File: src/rtl/fetch_redirect_unit.sv
// fetch_redirect_unit: IF-stage PC sequencing, redirect/flush control and imem handshake
module fetch_redirect_unit #(
  parameter logic [31:0] RESET_PC = 32'h00000000,
  parameter int CNT_W = 16
) (
  input  logic             clk,
  input  logic             rst_n,
  input  logic             redirect_valid,
  input  logic [31:0]      redirect_target,
  input  logic             stall,
  input  logic             imem_ready,
  output logic             imem_req,
  output logic [31:0]      imem_addr,
  output logic [31:0]      pc,
  output logic [31:0]      if_npc,
  output logic             if_valid,
  output logic             flush_if_id,
  output logic             flush_id_ex,
  output logic             misalign_err,
  output logic [CNT_W-1:0] redirect_count
);
  typedef enum logic [1:0] {BOOT, RUN, PEND} state_t;
  state_t state, state_nx;
  logic [31:0] pending, tgt;
  logic accept, hold;
  // fsm state register
  always_ff @(posedge clk or negedge rst_n)
    if (!rst_n) state <= BOOT;
    else state <= state_nx;
  // request/flush decode and next state; hold means the request stays outstanding past this edge
  always_comb begin
    imem_req    = state == PEND || (state == RUN && !stall);
    accept      = redirect_valid && state != BOOT;
    hold        = imem_req && !imem_ready;
    if_valid    = state == RUN && imem_req && imem_ready && !redirect_valid;
    flush_if_id = accept;
    flush_id_ex = accept;
    tgt         = {redirect_target[31:2], 2'b00};
    state_nx    = state == BOOT ? RUN : ((accept || state == PEND) && hold) ? PEND : RUN;
  end
  // pc, pending target, sticky misalign flag and saturating redirect counter
  always_ff @(posedge clk or negedge rst_n)
    if (!rst_n) begin
      pc             <= RESET_PC;
      pending        <= '0;
      misalign_err   <= 1'b0;
      redirect_count <= '0;
    end else begin
      if (accept && hold) pending <= tgt;
      if (accept && !hold) pc <= tgt;
      else if (state == PEND && !hold) pc <= pending;
      else if (if_valid) pc <= pc + 32'd4;
      if (accept && redirect_target[1:0] != 2'b00) misalign_err <= 1'b1;
      if (accept && !(&redirect_count)) redirect_count <= redirect_count + CNT_W'(1);
    end
  assign imem_addr = pc;
  assign if_npc    = pc + 32'd4;
endmodule

File: config.mk
export PLATFORM = sky130hd
export DESIGN_NAME = fetch_redirect_unit
export DESIGN_NICKNAME = d
export VERILOG_FILES = /design/src/rtl/fetch_redirect_unit.sv
export SDC_FILE = /design/constraint.sdc
export NUM_CORES = 1
export LEC_CHECK = 0
export CORE_AREA = 2 2 110 112
export CTS_CLUSTER_DIAMETER = 50
export DETAILED_ROUTE_END_ITERATION = 6
export DIE_AREA = 0 0 112 114
export PLACE_DENSITY = 0.72
export SYNTH_ARGS = -nofsm -noshare
export SYNTH_HDL_FRONTEND = slang
export SYNTH_SLANG_ARGS = --single-unit
File: constraint.sdc
create_clock -name clk -period 2.1 [get_ports clk]
set_input_delay 0.315 -clock clk [delete_from_list [all_inputs] [get_ports clk]]
set_output_delay 0.315 -clock clk [all_outputs]
set_load 0.05 [all_outputs]
==> impl_metrics.csv, run 1 <==
group,metric,value,unit
logic_synthesis,synthTopCellsByArea,"dfrtp_1 42%, mux2_2 7.9%, buf_4 6.4%",
logic_synthesis,synth_edf_count,0,
cts,root_buffer,"clkbuf_16",
critical_path,critPathRequiredTime,1.78,ns
power,power.density,1034,nW/um2
final_layout,design_area,8173,um2
timing,drv_slew,0,
timing,clock.fmax,421.2,MHz
floorplan,die_area,12770,um2
route,dr.pass1.iters,6,
power,pwr-share-comb,55.4,%
timing,setup_viol,21,
critical_path,crit_arrival,2.06,ns
logic_synthesis,yosysWarnings,0,
logic_synthesis,synthTopCellsByCount,"79 x dfrtp_1, 40 x buf_4, 33 x mux2_2",
timing,layout_min_cycle_time,2.374,ns
placement,place_area,7224,um2
global_routing,grt_pass1_wl,23760,um
route,route.detailed.drc,0,
placement,dp_slack,-0.05448,ns
status,outcome,"complete, but fails checks",
floorplan,io_pins,154,
final_layout,syn2layout_area_growth,74.42,%
global_routing,grt_antenna_before_repair,1,
timing,whs,-0.01342,ns
cts,insertion_delay,0.34,ns
timing,worst_slack,-0.2741,ns
timing,hold_viol,10,
cts,h-tree-depth,3,
final_layout,layout-drive-gt1-share,42.58,%
logic_synthesis,syn_inst,454,
logic_synthesis,synth.avg_cell_area,10.32,um2
logic_synthesis,synth_top_cell_area_share,42.19,%
hold_path,hold_class,"input pin to asynchronous set/reset pin",
cts,cts_tree,"done",
cts,clk_path_buf_depth,2,
floorplan,die_y,114,um
route,via_per_inst,5.689,
cts,cts-buffers-inserted,9,
logic_synthesis,synth_most_common_cell,"dfrtp_1",
route,finalWirelength,16170,um
power,p_leak,3.615,nW
logic_synthesis,ys.flop_type,"dfrtp_1",
timing,finalSetupTns,-3.572,ns
critical_path,cp-start-kind,"register",
route,via_count,4676,
timing,rsz0062_at_grt,"true",
timing,slew_headroom,39.90,%
status,violations,"hold timing, setup timing",
logic_synthesis,synth_seq_cells,79,
timing,skew,0.005159,ns
route,drt_iter0_drc,289,
critical_path,crit_path_end_kind,"primary output",
power,ir_drop,0.9437,mV
placement,dpl.hpwl,10620,um
placement,gp_congestion,0.8727,
flow_run,drv_cap,0,
power,seq_power_share,26.3,%
power,intPower,4.710,mW
critical_path,cp.buffers_inverters,5,
global_routing,grt_pass1_vias,4659,
route,wl_per_cell,19.67,um
placement,io_buffers,147,
final_layout,nNetsFinal,708,
floorplan,initial_core_util,40.01,%
power,swShare,44.26,%
cts,cts_hold_buf,0,
logic_synthesis,synthArstFlopShare,100.0,%
cts,clock-sinks,79,
logic_synthesis,yosysSeqAreaShare,42.19,%
logic_synthesis,synth_area,4686,um2
logic_synthesis,synth_cell_types,54,
floorplan,die_w,112,um
floorplan,core_area,11710,um2
global_routing,grt_max_degree,80,
cts,clkSlewWorstSetupHoldPaths,0.06,ns
timing,worst_pin_slew,0.8955,ns
global_routing,grt_use_total,23.48,%
critical_path,crit_path_max_incr_delay,0.40,ns
critical_path,cpLargestDelayFamily,"buffers and inverters",
critical_path,crit_slowest_cell,"dfrtp_2",
critical_path,criticalPathCategory,"register to primary output",
power,p_clk_share,18.2,%
critical_path,cp_max_fo,3,
route,ant_nets,0,
power,p_switching,3.739,mW
critical_path,cpMostUsedCell,"buf_4",
timing,min_period_over_period,113.1,%
logic_synthesis,synth_top_area_cell,"dfrtp_1",
critical_path,path_cells,"buf_6, nand4_1, buf_4, buf_4, nor4_4, buf_4, xor2_4, buf_12",
floorplan,num_rows,40,
global_routing,gr-total-overflow,0,
[sequential cells by signal (all words and copies together) (netlist names)]
name / cells
imem_addr: 30
misalign_err: 1
pending: 30
redirect_count: 16
state: 2
[area by class of cell]
cell class | count | area [um2]
antenna | 1 | 2.502
timing repair buffer | 255 | 2713
multi-input combinational | 314 | 2928
sequential | 79 | 2017
fill | 814 | 3538
inverter | 10 | 37.54
clock inverter | 6 | 62.56
tap | 147 | 183.9
clock buffer | 10 | 229.0
[layout by cell type, fill, tap and decap left out, types with 17 or more instances in the layout]
master            n
mux2_2           33
dfrtp_1          51
o21ai_0          19
buf_4            95
clkdlybuf4s50_1  97
nor2_1           22
buf_12           35
nand2_1          21
nand4_1          17
dfrtp_2          26
[layer usage]
| metal | vias to the layer above | track usage, % | wire length, um |
|---|---|---|---|
| met3 | 56 | 6.004 | 1200 |
| met2 | 242 | 39.60 | 8175 |
| met4 | 0 | 10.08 | 632 |
| met1 | 2336 | 28.75 | 6161 |
| met5 | - | 0 | 0 |
| li1 | 2042 | - | - |
[per-stage QoR]
step | total power, mW | instances | hold WS [ns] | util, %
after floorplan | 5.014 | 459 | 0.01941 | -
after global placement | 6.573 | 761 | 0.3746 | 61.69
after detailed placement | 6.644 | 761 | 0.3827 | 61.69
after CTS | 8.302 | 799 | 0.02636 | 66.62
after global routing | 8.760 | 821 | 0.02261 | 69.77
final | 8.449 | 822 | -0.01342 | 69.79
[power groups by stage]
stage | clock [mW] | combinational [mW] | sequential (mW)
3_3_place_gp | 0 | 4.36 | 2.22
6_report | 1.54 | 4.68 | 2.23
4_1_cts | 1.55 | 4.56 | 2.19
3_5_place_dp | 0 | 4.40 | 2.24
2_1_floorplan | 0 | 2.08 | 2.93
5_1_grt | 1.63 | 4.86 | 2.27
[cells by family (layout without fill, tap and decap cells)]
logic type               after synthesis  in the layout  synth area share (%)
AO/OA/AOI/OAI                         76             76                 11.80
XOR/XNOR                              43             43                 8.037
adder cells (fa/ha/maj)                2              2                0.5340
buffers and inverters                 66            281                 9.079
flip-flops                            79             79                 42.19
multiplexers                          41             41                 9.640
other                                  1              7               0.08003
AND/OR/NAND/NOR                      146            146                 18.64
[what timing repair did]
action                                  4_1_cts  5_1_grt
endpoints found under the setup margin       24       32
pin swaps                                    20       28
gates resized for setup                      26       44
buffers inserted                             22       25
[path summary, 6_finish.rpt]
| check | from | endpoint | slack (ns) | depth (start not counted) |
|---|---|---|---|---|
| worst max-delay path | imem_addr[2] | if_npc[15] | -0.27 | 8 |
| max in group asynchronous | rst_n | imem_addr[4] | 1.72 | 2 |
| min in group clk | misalign_err | misalign_err | 0.49 | 1 |
| worst min register to register | misalign_err | misalign_err | 0.49 | 1 |
| worst min-delay path | rst_n | pending[24] | -0.01 | 2 |
| worst max register to register | imem_addr[2] | imem_addr[18] | 0.02 | 10 |
No activity file was read; power rests on OpenSTA's default activity.
==> inputs of run 2 (changes only) <==
--- a/config.mk
+++ b/config.mk
@@ -5,11 +5,11 @@
 export SDC_FILE = /design/constraint.sdc
 export NUM_CORES = 1
 export LEC_CHECK = 0
-export CORE_AREA = 2 2 110 112
+export CORE_AREA = 2 2 103 105
 export CTS_CLUSTER_DIAMETER = 50
 export DETAILED_ROUTE_END_ITERATION = 6
-export DIE_AREA = 0 0 112 114
-export PLACE_DENSITY = 0.72
+export DIE_AREA = 0 0 105 107
+export PLACE_DENSITY = 0.81
 export SYNTH_ARGS = -nofsm -noshare
 export SYNTH_HDL_FRONTEND = slang
 export SYNTH_SLANG_ARGS = --single-unit
==> run 2 against run 1 <==
Against the previous run: the flow finishes with violations (setup timing); largest cell class unchanged; highest routed layer unchanged; critical path type unchanged; first-iteration DRC count grew 60%; hold slack gained 0.46 ns; final area shrank 2.6%; sequential power is essentially flat; sequential share of layout area grew 0.67 points; non-clock buffer count shrank 12; maximum frequency shrank 3.0%.
==> impl_metrics.csv, run 2 (synthesis gave the netlist of run 1 again) <==
group,metric,value,unit
status,outcome,"complete, but fails checks",
status,violations,"setup timing",
final_layout,diodes,0,
final_layout,layout-drive-gt1-share,41.84,%
global_routing,grt_max_degree,47,
timing,clock.fmax,408.7,MHz
floorplan,initial_core_util,46.43,%
floorplan,num_rows,37,
floorplan,die_area,11240,um2
cts,cts-buffers-inserted,9,
power,power.density,1003,nW/um2
cts,cts_tree,"done",
power,ir_drop,0.9823,mV
timing,rsz0062_at_grt,"true",
route,route.detailed.drc,0,
timing,whs,0.4461,ns
placement,place_area,7131,um2
final_layout,syn2layout_area_growth,69.91,%
floorplan,die_w,105,um
cts,root_buffer,"clkbuf_8",
timing,min_period_over_period,116.5,%
placement,dpl.hpwl,10920,um
route,wl_per_cell,22.01,um
critical_path,crit_path_end_kind,"primary output",
timing,slew_headroom,62.35,%
critical_path,critPathRequiredTime,1.78,ns
power,p_leak,3.516,nW
route,finalWirelength,17560,um
global_routing,grt_use_total,28.87,%
route,dr.pass1.iters,6,
placement,io_buffers,147,
floorplan,die_y,107,um
global_routing,grt_pass1_wl,25230,um
route,via_count,4766,
floorplan,io_pins,154,
final_layout,final_common_cell,"clkdlybuf4s50_1",
global_routing,grt_antenna_before_repair,0,
final_layout,design_area,7961,um2
cts,insertion_delay,0.36,ns
timing,setup_viol,24,
critical_path,criticalPathCategory,"register to primary output",
final_layout,finalNonFillerCells,798,
critical_path,cp-start-kind,"register",
flow_run,drv_cap,0,
floorplan,core_area,10090,um2
cts,clkSlewWorstSetupHoldPaths,0.09,ns
cts,clk_path_buf_depth,2,
placement,placedCellCount,741,
placement,dp_slack,-0.1544,ns
final_layout,nNetsFinal,696,
timing,drv_slew,0,
critical_path,cp_max_fo,8,
timing,worst_slack,-0.3468,ns
timing,worst_pin_slew,0.5630,ns
route,drt_iter0_drc,462,
global_routing,grt_pass1_vias,4795,
timing,finalSetupTns,-4.089,ns
final_layout,mostFrequentLayoutCells,"87 x clkdlybuf4s50_1, 82 x buf_4, 50 x dfrtp_1, 36 x buf_12, 33 x mux2_2",
cts,clock-sinks,79,
timing,hold_viol,0,
timing,layout_min_cycle_time,2.447,ns
cts,h-tree-depth,3,
critical_path,crit_arrival,2.13,ns
timing,skew,0.01564,ns
global_routing,gr-total-overflow,0,
route,ant_nets,0,
placement,gp_congestion,0.8798,
hold_path,hold_class,"input pin to asynchronous set/reset pin",
route,via_per_inst,5.972,
## run 2: changes by cell type in the layout (fill, tap and decap cells not counted), moves of 2 or more
cell and delta:
nor3_2 +2, nand3_4 -2, dlygate4sd2_1 +10, buf_6 -2
nor2_2 -3, clkbuf_8 +9, clkdlybuf4s50_1 -10, clkbuf_16 -9
nor2_4 +4, nand3_2 +2, buf_4 -13
## run 2: final cells by class
cell class / instances / area, um2
clock buffers: 10 / 127.6
clock inverters: 6 / 37.54
fillers: 559 / 2131
inverters: 10 / 37.54
multi-input cells: 314 / 2945
flip-flops and latches: 79 / 2018
well taps: 136 / 170.2
repair buffers: 243 / 2625
## run 2: worst max-delay path: stages, from the launching register on
cell	delay, ns
dfrtp_2	0.40
nand4_4	0.13
nor4_4	0.33
buf_4	0.22
nand4_1	0.24
xnor2_4	0.28
buf_12	0.16
## run 2: metrics by stage
stage          power (mW)  utilization, %
2_1_floorplan       5.014               -
3_3_place_gp        6.543           70.65
3_5_place_dp        6.638           70.65
4_1_cts             7.770           76.42
5_1_grt             8.211           78.89
6_report            7.981           78.89
## run 2: path summary, 6_finish.rpt
kind | from | to | slack, ns | cells after the start
max | imem_addr[18] | if_npc[31] | -0.35 | 6
min | rst_n | imem_addr[7] | 0.45 | 2
max reg2reg | imem_addr[7] | imem_addr[19] | -0.03 | 8
min reg2reg | misalign_err | misalign_err | 0.48 | 1
max in group asynchronous | rst_n | state[1] | 1.02 | 3
min in group clk | imem_ready | state[1] | 0.45 | 2
## run 2: report_power, final
part	leakage (nW)	total [mW]	internal [mW]	switching [mW]
registers	0.921	2.26	1.88	0.373
logic	2.52	4.72	1.88	2.84
clock network	0.0781	1.01	0.423	0.586
total	3.52	7.98	4.19	3.79
## run 2: timing repair
action	in CTS	in global routing
endpoints found under the hold margin	33	0
hold buffers	1	0
setup endpoints to repair	28	41
buffers inserted	25	16
gates resized for setup	50	34
pin swaps	31	22
## run 2: per-layer routing
metal | vias to the layer above | wire (um) | GRT usage [%] | part of all wire, %
li1 | 2015 | - | - | -
met1 | 2348 | 6130 | 33.33 | 35
met2 | 313 | 8883 | 49.77 | 51
met3 | 90 | 1517 | 5.836 | 8.6
met4 | 0 | 1031 | 17.05 | 5.9
met5 | - | 0 | 0 | 0
